File: src/rtl/spm_pkg.sv
// rtl/spm_pkg.sv - shared types and constants for the serial-parallel multiplier
package spm_pkg;

    localparam int SPM_WIDTH_DEFAULT = 8;

    localparam logic [1:0] ST_IDLE = 2'b00;
    localparam logic [1:0] ST_RUN  = 2'b01;
    localparam logic [1:0] ST_DONE = 2'b10;

    typedef enum logic [1:0] {
        IDLE = ST_IDLE,
        RUN  = ST_RUN,
        DONE = ST_DONE
    } spm_state_t;

endpackage

File: src/rtl/spm_addsub.sv
// rtl/spm_addsub.sv - modulo-2^N adder/subtractor used by the multiplier accumulator
module spm_addsub #(
    parameter int N = 16
) (
    input  logic [N-1:0] x,
    input  logic [N-1:0] y,
    input  logic         sub,
    output logic [N-1:0] sum
);

    assign sum = sub ? (x - y) : (x + y);

endmodule

File: src/rtl/param_spm.sv
// rtl/param_spm.sv - serial-parallel multiplier, one multiplier bit per clock, signed or unsigned
module param_spm
    import spm_pkg::*;
#(
    parameter int WIDTH = SPM_WIDTH_DEFAULT
) (
    input  logic               clk,
    input  logic               rst_n,
    input  logic               start,
    input  logic               signed_mode,
    input  logic [WIDTH-1:0]   a,
    input  logic [WIDTH-1:0]   b,
    output logic [2*WIDTH-1:0] product,
    output logic               done,
    output logic               busy
);

    localparam int CW = $clog2(WIDTH) + 1;
    localparam int W2 = 2 * WIDTH;

    spm_state_t       state, next_state;
    logic [CW-1:0]    cnt;
    logic [W2-1:0]    acc;
    logic [W2-1:0]    a_sh;
    logic [WIDTH-1:0] b_sh;
    logic             mode_r;
    logic [W2-1:0]    ext_a;
    logic [W2-1:0]    sum;
    logic [W2-1:0]    acc_next;
    logic             load, step, last;

    always_comb begin
        ext_a = signed_mode ? {{WIDTH{a[WIDTH-1]}}, a} : {{WIDTH{1'b0}}, a};
    end

    always_ff @(posedge clk or negedge rst_n) begin
        if (!rst_n) state <= IDLE;
        else        state <= next_state;
    end

    always_comb begin
        next_state = state;
        load       = 1'b0;
        step       = 1'b0;
        last       = 1'b0;
        case (state)
            IDLE: if (start) begin
                next_state = RUN;
                load       = 1'b1;
            end
            RUN: begin
                step = 1'b1;
                if (cnt == CW'(WIDTH - 1)) begin
                    last       = 1'b1;
                    next_state = DONE;
                end
            end
            DONE:    next_state = IDLE;
            default: next_state = IDLE;
        endcase
    end

    // The sign bit of a two's-complement multiplier carries weight -2^(WIDTH-1).
    spm_addsub #(.N(W2)) u_addsub (
        .x   (acc),
        .y   (a_sh),
        .sub (mode_r & last),
        .sum (sum)
    );

    assign acc_next = b_sh[0] ? sum : acc;

    always_ff @(posedge clk or negedge rst_n) begin
        if (!rst_n) begin
            acc     <= '0;
            a_sh    <= '0;
            b_sh    <= '0;
            mode_r  <= 1'b0;
            cnt     <= '0;
            product <= '0;
        end else if (load) begin
            acc    <= '0;
            a_sh   <= ext_a;
            b_sh   <= b;
            mode_r <= signed_mode;
            cnt    <= '0;
        end else if (step) begin
            acc  <= acc_next;
            a_sh <= a_sh << 1;
            b_sh <= b_sh >> 1;
            cnt  <= cnt + 1'b1;
            if (last) product <= acc_next;
        end
    end

    // Status flags are registered from the next state so they never see inputs combinationally.
    always_ff @(posedge clk or negedge rst_n) begin
        if (!rst_n) begin
            done <= 1'b0;
            busy <= 1'b0;
        end else begin
            done <= (next_state == DONE);
            busy <= (next_state != IDLE);
        end
    end

endmodule

File: config.mk
export PLATFORM = sky130hd
export DESIGN_NAME = param_spm
export DESIGN_NICKNAME = d
export VERILOG_FILES = /design/src/rtl/spm_pkg.sv /design/src/rtl/spm_addsub.sv /design/src/rtl/param_spm.sv
export SDC_FILE = /design/constraint.sdc
export NUM_CORES = 1
export LEC_CHECK = 0
export ABC_AREA = 1
export BUFFER_PORTS_ARGS = -buffer_cell sky130_fd_sc_hd__buf_2
export CAP_MARGIN = 20
export CORE_UTILIZATION = 55
export CTS_BUF_LIST = sky130_fd_sc_hd__clkbuf_8
export DETAILED_ROUTE_END_ITERATION = 12
export PLACE_DENSITY_LB_ADDON = 0.05
export SLEW_MARGIN = 20
export SYNTH_ARGS = -nofsm -noshare
export SYNTH_HDL_FRONTEND = slang
export SYNTH_SLANG_ARGS = --single-unit
File: constraint.sdc
create_clock -name clk -period 8 [get_ports clk]
set_clock_uncertainty 0.1 [all_clocks]
set_input_delay 0.8 -clock clk [delete_from_list [all_inputs] [get_ports clk]]
set_output_delay 0.8 -clock clk [all_outputs]
set_load 0.1 [all_outputs]
After elaboration in Yosys (flattened, before gate mapping)

Index checks and enable logic that the tools add are counted.

$add $sub $neg: 3
Eq/ne operators: 3
Mux-type cells: 19
Bitwise operators: 2
Reduce and logical (&&, ||, !) cells: 4

Operators by type and width:

| kind                  | number |
|---|---|
| $mux W16              | 7 |
| $add A16 B16 Y16      | 1 |
| $mux W8               | 2 |
| $sub A16 B16 Y16      | 1 |
| $mux W4               | 2 |
| $mux W1               | 5 |
| $add A4 B1 Y4 const B | 1 |
| $eq A4 B3 Y1 const B  | 1 |
| $mux W2               | 2 |
| $pmux W2 S2           | 1 |
| $reduce_bool A2 Y1    | 2 |
| $reduce_and A3 Y1     | 1 |
| $eq A2 B1 Y1 const B  | 1 |
| $eq A2 B2 Y1 const B  | 1 |
| $logic_not A2 Y1      | 1 |
| $and A1 B1 Y1         | 1 |
| $not A1 Y1            | 1 |

Register bits: 65
Input port bits: 20
Word-level logic and storage cells: 40

Depth between registers and ports, before layout

Gate-level depths: netlist (run 1).

Depth after elaboration: 8
Mapped depth: 24
Mapped depth without buffers: 24

Cells and area by module

A second synthesis (run 1) with hierarchy kept.

Cells, all modules: 618
Area total of the unflattened synthesis: 4261.6 um^2

Modules (own cells, without submodules):

| module     | instances | cells an instance | area each (um^2) |
|---|---|---|---|
| param_spm  | 1         | 352               | 2857.7 |
| spm_addsub | 1         | 266               | 1403.8 |

Worst setup path before layout (run 1)

No wires, ideal clock.

Path kind: flip-flop to flip-flop
From: register cnt[0]
To: register acc[11]
Setup time: 124 ps
Arrival time: 2642 ps
Slack: 5134 ps
Stages on the path, launching flop included: 20
Path buffers: 0
Clock period less this slack: 2866 ps
Cells stage by stage: dfrtp_1 ha_1 nand3_4 nor2_8 inv_6 nor2_8 inv_4 nand2_1 o21ai_0 xor2_1 ha_1 nand2_1 inv_1 a21oi_1 nand2_1 a21oi_1 xor2_1 nand2_1 o211ai_1 nand2_1

Longest elaborated chain between the ends: 8

Ends and longest elaborated chain:

| element                | line             | source |
|---|---|---|
| start, declared        | param_spm.sv:22  | `logic [CW-1:0] cnt;` |
| start signal, assigned | param_spm.sv:91  | `cnt <= cnt + 1'b1;` |
| $eq A4 B3 Y1           | param_spm.sv:53  | `if (cnt == CW'(WIDTH - 1)) begin` |
| $mux W1                | param_spm.sv:53  |  |
| $mux W1                | param_spm.sv:46  | `case (state)` |
| $and A1 B1 Y1          | param_spm.sv:67  | `.sub (mode_r & last),` |
| $mux W16               | spm_addsub.sv:11 | `assign sum = sub ? (x - y) : (x + y);` |
| $mux W16               | param_spm.sv:71  | `assign acc_next = b_sh[0] ? sum : acc;` |
| $mux W16               | param_spm.sv:87  | `end else if (step) begin` |
| $mux W16               | param_spm.sv:81  | `end else if (load) begin` |
| end signal, assigned   | param_spm.sv:88  | `acc <= acc_next;` |
| end, declared          | param_spm.sv:23  | `logic [W2-1:0] acc;` |

Every way passes these cells. The select of a mux whose other input is x is not followed.
A chain may end at the register's enable or synchronous reset.

Worst setup path after layout (run 1)

From: register state[1]
To: register acc[10]

Longest elaborated chain between the ends: 7
Elaborated cells between the ends (all ways): 11
Classes of those cells: 1 x eq/ne; 7 x mux; 1 x bitwise; 2 x reduce/logical

Ends and longest elaborated chain:

| element                | line             | source |
|---|---|---|
| start, declared        | param_spm.sv:21  | `spm_state_t state, next_state;` |
| start signal, assigned | param_spm.sv:38  | `else state <= next_state;` |
| $eq A2 B1 Y1           | param_spm.sv:46  |  |
| $mux W1                | param_spm.sv:46  |  |
| $and A1 B1 Y1          | param_spm.sv:67  |  |
| $mux W16               | spm_addsub.sv:11 |  |
| $mux W16               | param_spm.sv:71  |  |
| $mux W16               | param_spm.sv:87  |  |
| $mux W16               | param_spm.sv:81  |  |

Parallel ways exist; a longest one is shown, timed or not. The select of a mux whose other input is x is not followed.

==> metrics.txt, run 1 <==
outcome finished clean; final count of hold timing violations 0; first-pass GRT wire length 14630 um; Total Wirelength 8587 um; Setup Fix Bufs, Post-CTS 0; RSZ-0062 raised after global routing no; post-synth net total 530; Initial Utilization 0.5698; total gr overflow 0; overall routing resource usage 0.2548; Mean Syn Cell Area 7.868 um^2; # fillers 588; Post-Place Setup Slack 4.265 ns; # DRC 0; drt initial violations 196; Fin Hold WS 0.3719 ns; placed cell area 4123 um^2; met3 Usage GRT 0.04524; mapped cell area 3871 um^2; antenna-violating nets left 0; critical path arrival 3.87 ns; fin nets 565; Clock Latency Late Sink 0.35 ns; sequential share of the synthesized area 0.4202; worst hold path class flop to flop; fraction of layout cells with a size suffix above 1 0.1278; vias in the first global route 3163; Setup WS post-layout 4.267 ns; drt via density 5.365; routed vias 3369; final period utilization 0.4666; # Max-Cap Violations 0; Post-Synthesis Cells 492; row count 30; Post-DP HPWL 6261 um; fin crit period 3.733 ns; # setup viols final 0; Crit. End Element flop; required time of the worst setup path 8.14 ns; M2 GR Usage 0.4127; Ant. Diodes 0; CP Class flop to flop; Slew Limit Fails 0; fmax 267.9 MHz; # H-tree levels 3; hold_buf cts 0; P&R area growth vs syn 13.03%; Die Area 7378 um^2; Crit Path Max Fanout 34; wire per inst 13.67 um; clock tree sinks 65; clock root buffer clkbuf_8; setup_tns 0 ns; headroom to the max-slew limit 0.4516; Final Wtd Congestion 0.9446; Die Span Y 85.90 um; number of synthesized register bits 65; largest net degree at the start of global routing 66; Synth cell types 34; Least-Margin Pin Slew 0.8225 ns; IO Pins 38; CTS Buf Count 9; number of instances resized during post-cts repair 0; I/O Buffers 37; die width 85.90 um; synth warn 0; core area 6794 um^2; final instance area 4375 um^2; Most Crowded Layer GR met2; clock slew at reported path FFs 0.07 ns; grt met1 use 0.3373; Bufs on Longest Clock Path 2; Startpoint Class flop; CTS tree done; drt first pass iters 5; initial antenna violation count 0
-- per-stage QoR --
stage,cells,utilization
after global routing,628,0.6440
after floorplan,492,-
after global placement,612,0.6068
final,628,0.6440
after detailed placement,612,0.6068
after CTS,628,0.6440
-- cells by family after synthesis --
| family | after synthesis | synth area share |
|---|---|---|
| and+or+nand+nor | 204 | 0.2288 |
| buffers and inverters | 85 | 0.08662 |
| AOI/OAI and AO/OA | 99 | 0.1568 |
| adders and majority gates | 18 | 0.06012 |
| xor gates and xnor gates | 21 | 0.04751 |
| DFF | 65 | 0.4202 |
-- flip-flops by register name, indices dropped and copies added (netlist names) --
register	count
state	2
done	1
mode_r	1
acc	16
product	16
a_sh	16
busy	1
cnt	4
b_sh	8
-- worst max-delay path: stages (launching register included) --
cell     delay [ns]
dfrtp_1        0.38
inv_2          0.07
nand2_2        0.39
nor2_8         0.37
inv_6          0.14
nor2_8         0.17
inv_4          0.07
nand2_1        0.05
o21ai_0        0.19
fa_1           0.50
o21ai_1        0.29
nand2_1        0.09
nand2_1        0.16
inv_1          0.07
nor2_1         0.14
nand2_1        0.09
nand3_1        0.07
nand3_1        0.10
nand3_1        0.11
nand2_1        0.06
-- per-layer routing --
metal	up-vias	routed length, um	part of all wire
li1	1699	-	-
met1	1574	4064	0.47
met2	77	3981	0.46
met3	19	337	0.039
met4	0	204	0.024
met5	-	0	0
-- cell type report --
| cell class | count | area, um^2 | share of cell area |
|---|---|---|---|
| Multi-Input combinational cell | 342 | 1909 | 0.4364 |
| Sequential cell | 65 | 1627 | 0.3717 |
| Inverter | 71 | 274.0 | 0.06263 |
| Timing Repair Buffer | 38 | 192.7 | 0.04404 |
| Clock buffer | 10 | 137.6 | 0.03146 |
| Tap cell | 96 | 120.1 | 0.02745 |
| Clock inverter | 6 | 115.1 | 0.02631 |
-- cells in the mapped netlist --
cell / instances / area share
a21o_1: 1 / 0.0019
o211ai_1: 7 / 0.014
dfrtp_1: 65 / 0.42
o21ai_0: 35 / 0.045
inv_1: 66 / 0.064
buf_2: 7 / 0.0090
nand3_4: 1 / 0.0045
nand3b_1: 1 / 0.0019
xnor2_1: 2 / 0.0045
inv_6: 1 / 0.0023
a31oi_1: 2 / 0.0032
or2_2: 3 / 0.0048
nand2_2: 2 / 0.0032
nor2_4: 1 / 0.0029
nor2_1: 29 / 0.028
o21bai_1: 2 / 0.0039
nand3_1: 26 / 0.034
ha_1: 17 / 0.055
xor2_1: 19 / 0.043
o221ai_1: 13 / 0.029
inv_4: 1 / 0.0016
nand4_1: 5 / 0.0081
o21ai_1: 4 / 0.0052
nand2_1: 130 / 0.13
nor3_1: 4 / 0.0052
clkbuf_1: 7 / 0.0068
o31ai_1: 1 / 0.0019
inv_2: 3 / 0.0029
nor2_8: 2 / 0.010
o22ai_1: 8 / 0.013
fa_1: 1 / 0.0052
a21oi_1: 18 / 0.023
a22oi_1: 7 / 0.014
a32o_1: 1 / 0.0026
-- placed cells by master, fill, tap and decap left out, types with 2 or more instances in the layout --
| cell type | instances |
|---|---|
| o21ai_0 | 35 |
| dfrtp_1 | 65 |
| o21bai_1 | 2 |
| or2_2 | 3 |
| nand2_1 | 130 |
| xnor2_1 | 2 |
| xor2_1 | 19 |
| o221ai_1 | 13 |
| inv_1 | 66 |
| nand4_1 | 5 |
| o22ai_1 | 8 |
| a31oi_1 | 2 |
| o211ai_1 | 7 |
| o21ai_1 | 4 |
| inv_2 | 3 |
| buf_2 | 37 |
| ha_1 | 17 |
| nor2_1 | 29 |
| a22oi_1 | 7 |
| nand2_2 | 2 |
| nand3_1 | 26 |
| bufinv_16 | 3 |
| a21oi_1 | 18 |
| nor2_8 | 2 |
| clkinv_4 | 2 |
| clkbuf_8 | 10 |
| nor3_1 | 4 |
-- final timing paths --
path	cells past startpoint	from	slack (ns)	to
max	19	state[1]	4.27	acc[10]
min	2	product[9]	0.37	product[9]
max reg2reg	19	state[1]	4.27	acc[10]
min in group asynchronous	2	rst_n	0.51	product[5]
min reg2reg	2	product[9]	0.37	product[9]
max in group asynchronous	2	rst_n	6.72	product[12]
Power of run 1 is left out: the tool's default activity adds up to more than one toggle a clock period on the data nets, which glitch-free logic cannot reach.
==> run 2: changes to the inputs <==
- clock period: 8 -> 3.75 ns (I/O delays scaled with it)
==> metrics.txt, run 2 (synthesis gave the netlist of run 1 again) <==
fin crit period 3.428 ns (-0.3047 ns); # DRC 0 (unchanged); drt initial violations 176 (-10%); Initial Utilization 0.5698 (unchanged); CTS tree done; Total Wirelength 8505 um (-0.95%); Slew Limit Fails 0 (unchanged); outcome finished clean; clock tree sinks 65 (unchanged); Fin Hold WS 0.1371 ns (-0.2348 ns); clock root buffer clkbuf_8; final period utilization 0.9141 (+0.4476); wire per inst 13.50 um (-1.3%); fmax 291.7 MHz (+8.9%); vias in the first global route 3123 (-1.3%); Final Wtd Congestion 0.9234 (-2.2%); core area 6794 um^2 (unchanged); Post-DP HPWL 6310 um (+0.78%); required time of the worst setup path 3.87 ns (-4.27 ns); Ant. Diodes 0 (unchanged); largest net degree at the start of global routing 42 (-36%); headroom to the max-slew limit 0.5033 (+0.05164); most frequent cells in the layout 130 x nand2_1, 67 x inv_1, 65 x dfrtp_1, 37 x buf_2, 35 x o21ai_0; overall routing resource usage 0.2545 (about the same); Die Area 7378 um^2 (unchanged); antenna-violating nets left 0 (unchanged); # H-tree levels 3 (unchanged); most common cell after layout, fill and taps aside nand2_1; drt via density 5.271 (-1.7%); die width 85.90 um (unchanged); Crit Path Max Fanout 25 (-26%); Die Span Y 85.90 um (unchanged); Post-Place Setup Slack 0.2985 ns (-3.966 ns); worst hold path class input port to flop; critical path arrival 3.55 ns (-0.32 ns); fraction of layout cells with a size suffix above 1 0.1292 (+0.001394); first-pass GRT wire length 14540 um (-0.62%); FF-to-FF setup slack 0.32 ns (-3.95 ns); total gr overflow 0 (unchanged); clock slew at reported path FFs 0.07 ns (about the same); P&R area growth vs syn 13.35%; top flop regs a_sh (16), acc (16), product (16); routed vias 3321 (-1.4%); reg2reg path depth 19 (unchanged); setup_tns 0 ns (unchanged); Crit. End Element flop; CTS Buf Count 9 (unchanged); Clock Latency Late Sink 0.34 ns (about the same); I/O Buffers 37 (unchanged); CP Class flop to flop; final count of hold timing violations 0 (unchanged); IO Pins 38 (unchanged); # Max-Cap Violations 0 (unchanged); Startpoint Class flop; RSZ-0062 raised after global routing no; initial antenna violation count 0 (unchanged); # setup viols final 0 (unchanged); row count 30 (unchanged); hold path cells 3 (+1); fin nets 567 (+0.35%); Bufs on Longest Clock Path 2 (unchanged); drt first pass iters 5 (unchanged); Least-Margin Pin Slew 0.7451 ns (-0.07746 ns); Layout Utilization 0.6459 (+0.001841); Setup WS post-layout 0.3220 ns (-3.945 ns)
run 2: cell types whose count changed in the layout (fill, tap and decap cells not counted):
cell	delta
clkinv_4	-2
clkinv_2	+1
inv_1	+1
dlygate4sd3_1	+1
o21ai_1	-1
buf_4	+1
o21ai_2	+1
run 2: worst max-delay path, stage by stage, from the launching register on:
cell and delay [ns]:
dfrtp_1 0.39, ha_1 0.24, nand3_4 0.13, nor2_8 0.19, inv_6 0.12, nor2_8 0.17, inv_4 0.07, nand2_1 0.09
o21ai_0 0.11, xor2_1 0.18, ha_1 0.34, nand2_1 0.11, inv_1 0.06, a21oi_1 0.15, nand2_1 0.13, a21oi_1 0.21
xor2_1 0.21, nand2_1 0.09, o211ai_1 0.12, nand2_1 0.07
run 2: worst paths after layout:
| path | start | end |
|---|---|---|
| setup / recovery | cnt[0] | product[11] |
| hold / removal | b[1] | b_sh[1] |
| setup reg to reg | cnt[0] | product[11] |
| hold reg to reg | product[10] | product[10] |
| max in group asynchronous | rst_n | b_sh[7] |
| min in group asynchronous | rst_n | busy |
run 2: what timing repair did:
| item | in CTS | in global routing |
|---|---|---|
| endpoints found under the hold margin | 24 | 0 |
| resized for setup | 0 | 1 |
| buffers inserted | 0 | 0 |
| hold buffers | 1 | 0 |
| setup endpoints to repair | 0 | 4 |
run 2: cell type report:
cell class                      instances  area (um^2)
Sequential cell                        65         1627
Inverter                               71        274.0
Timing Repair Buffer                   40        210.2
Clock buffer                           10        137.6
Multi-Input combinational cell        342         1913
Clock inverter                          6        106.4
Tap cell                               96        120.1
Fill cell                             591         2406
run 2: through the flow:
stage | cell area (um^2) | instances
2_1_floorplan | 3871 | 492
3_3_place_gp | 4130 | 613
3_5_place_dp | 4130 | 613
4_1_cts | 4384 | 630
5_1_grt | 4388 | 630
6_report | 4388 | 630
run 2: per-layer routing:
layer,track usage,share of wire,vias up
li1,-,-,1701
met1,0.3542,0.49,1520
met2,0.3932,0.46,83
met3,0.05101,0.040,17
met4,0.09545,0.018,0
met5,0,0,-
Power of run 2 is left out for the same reason.
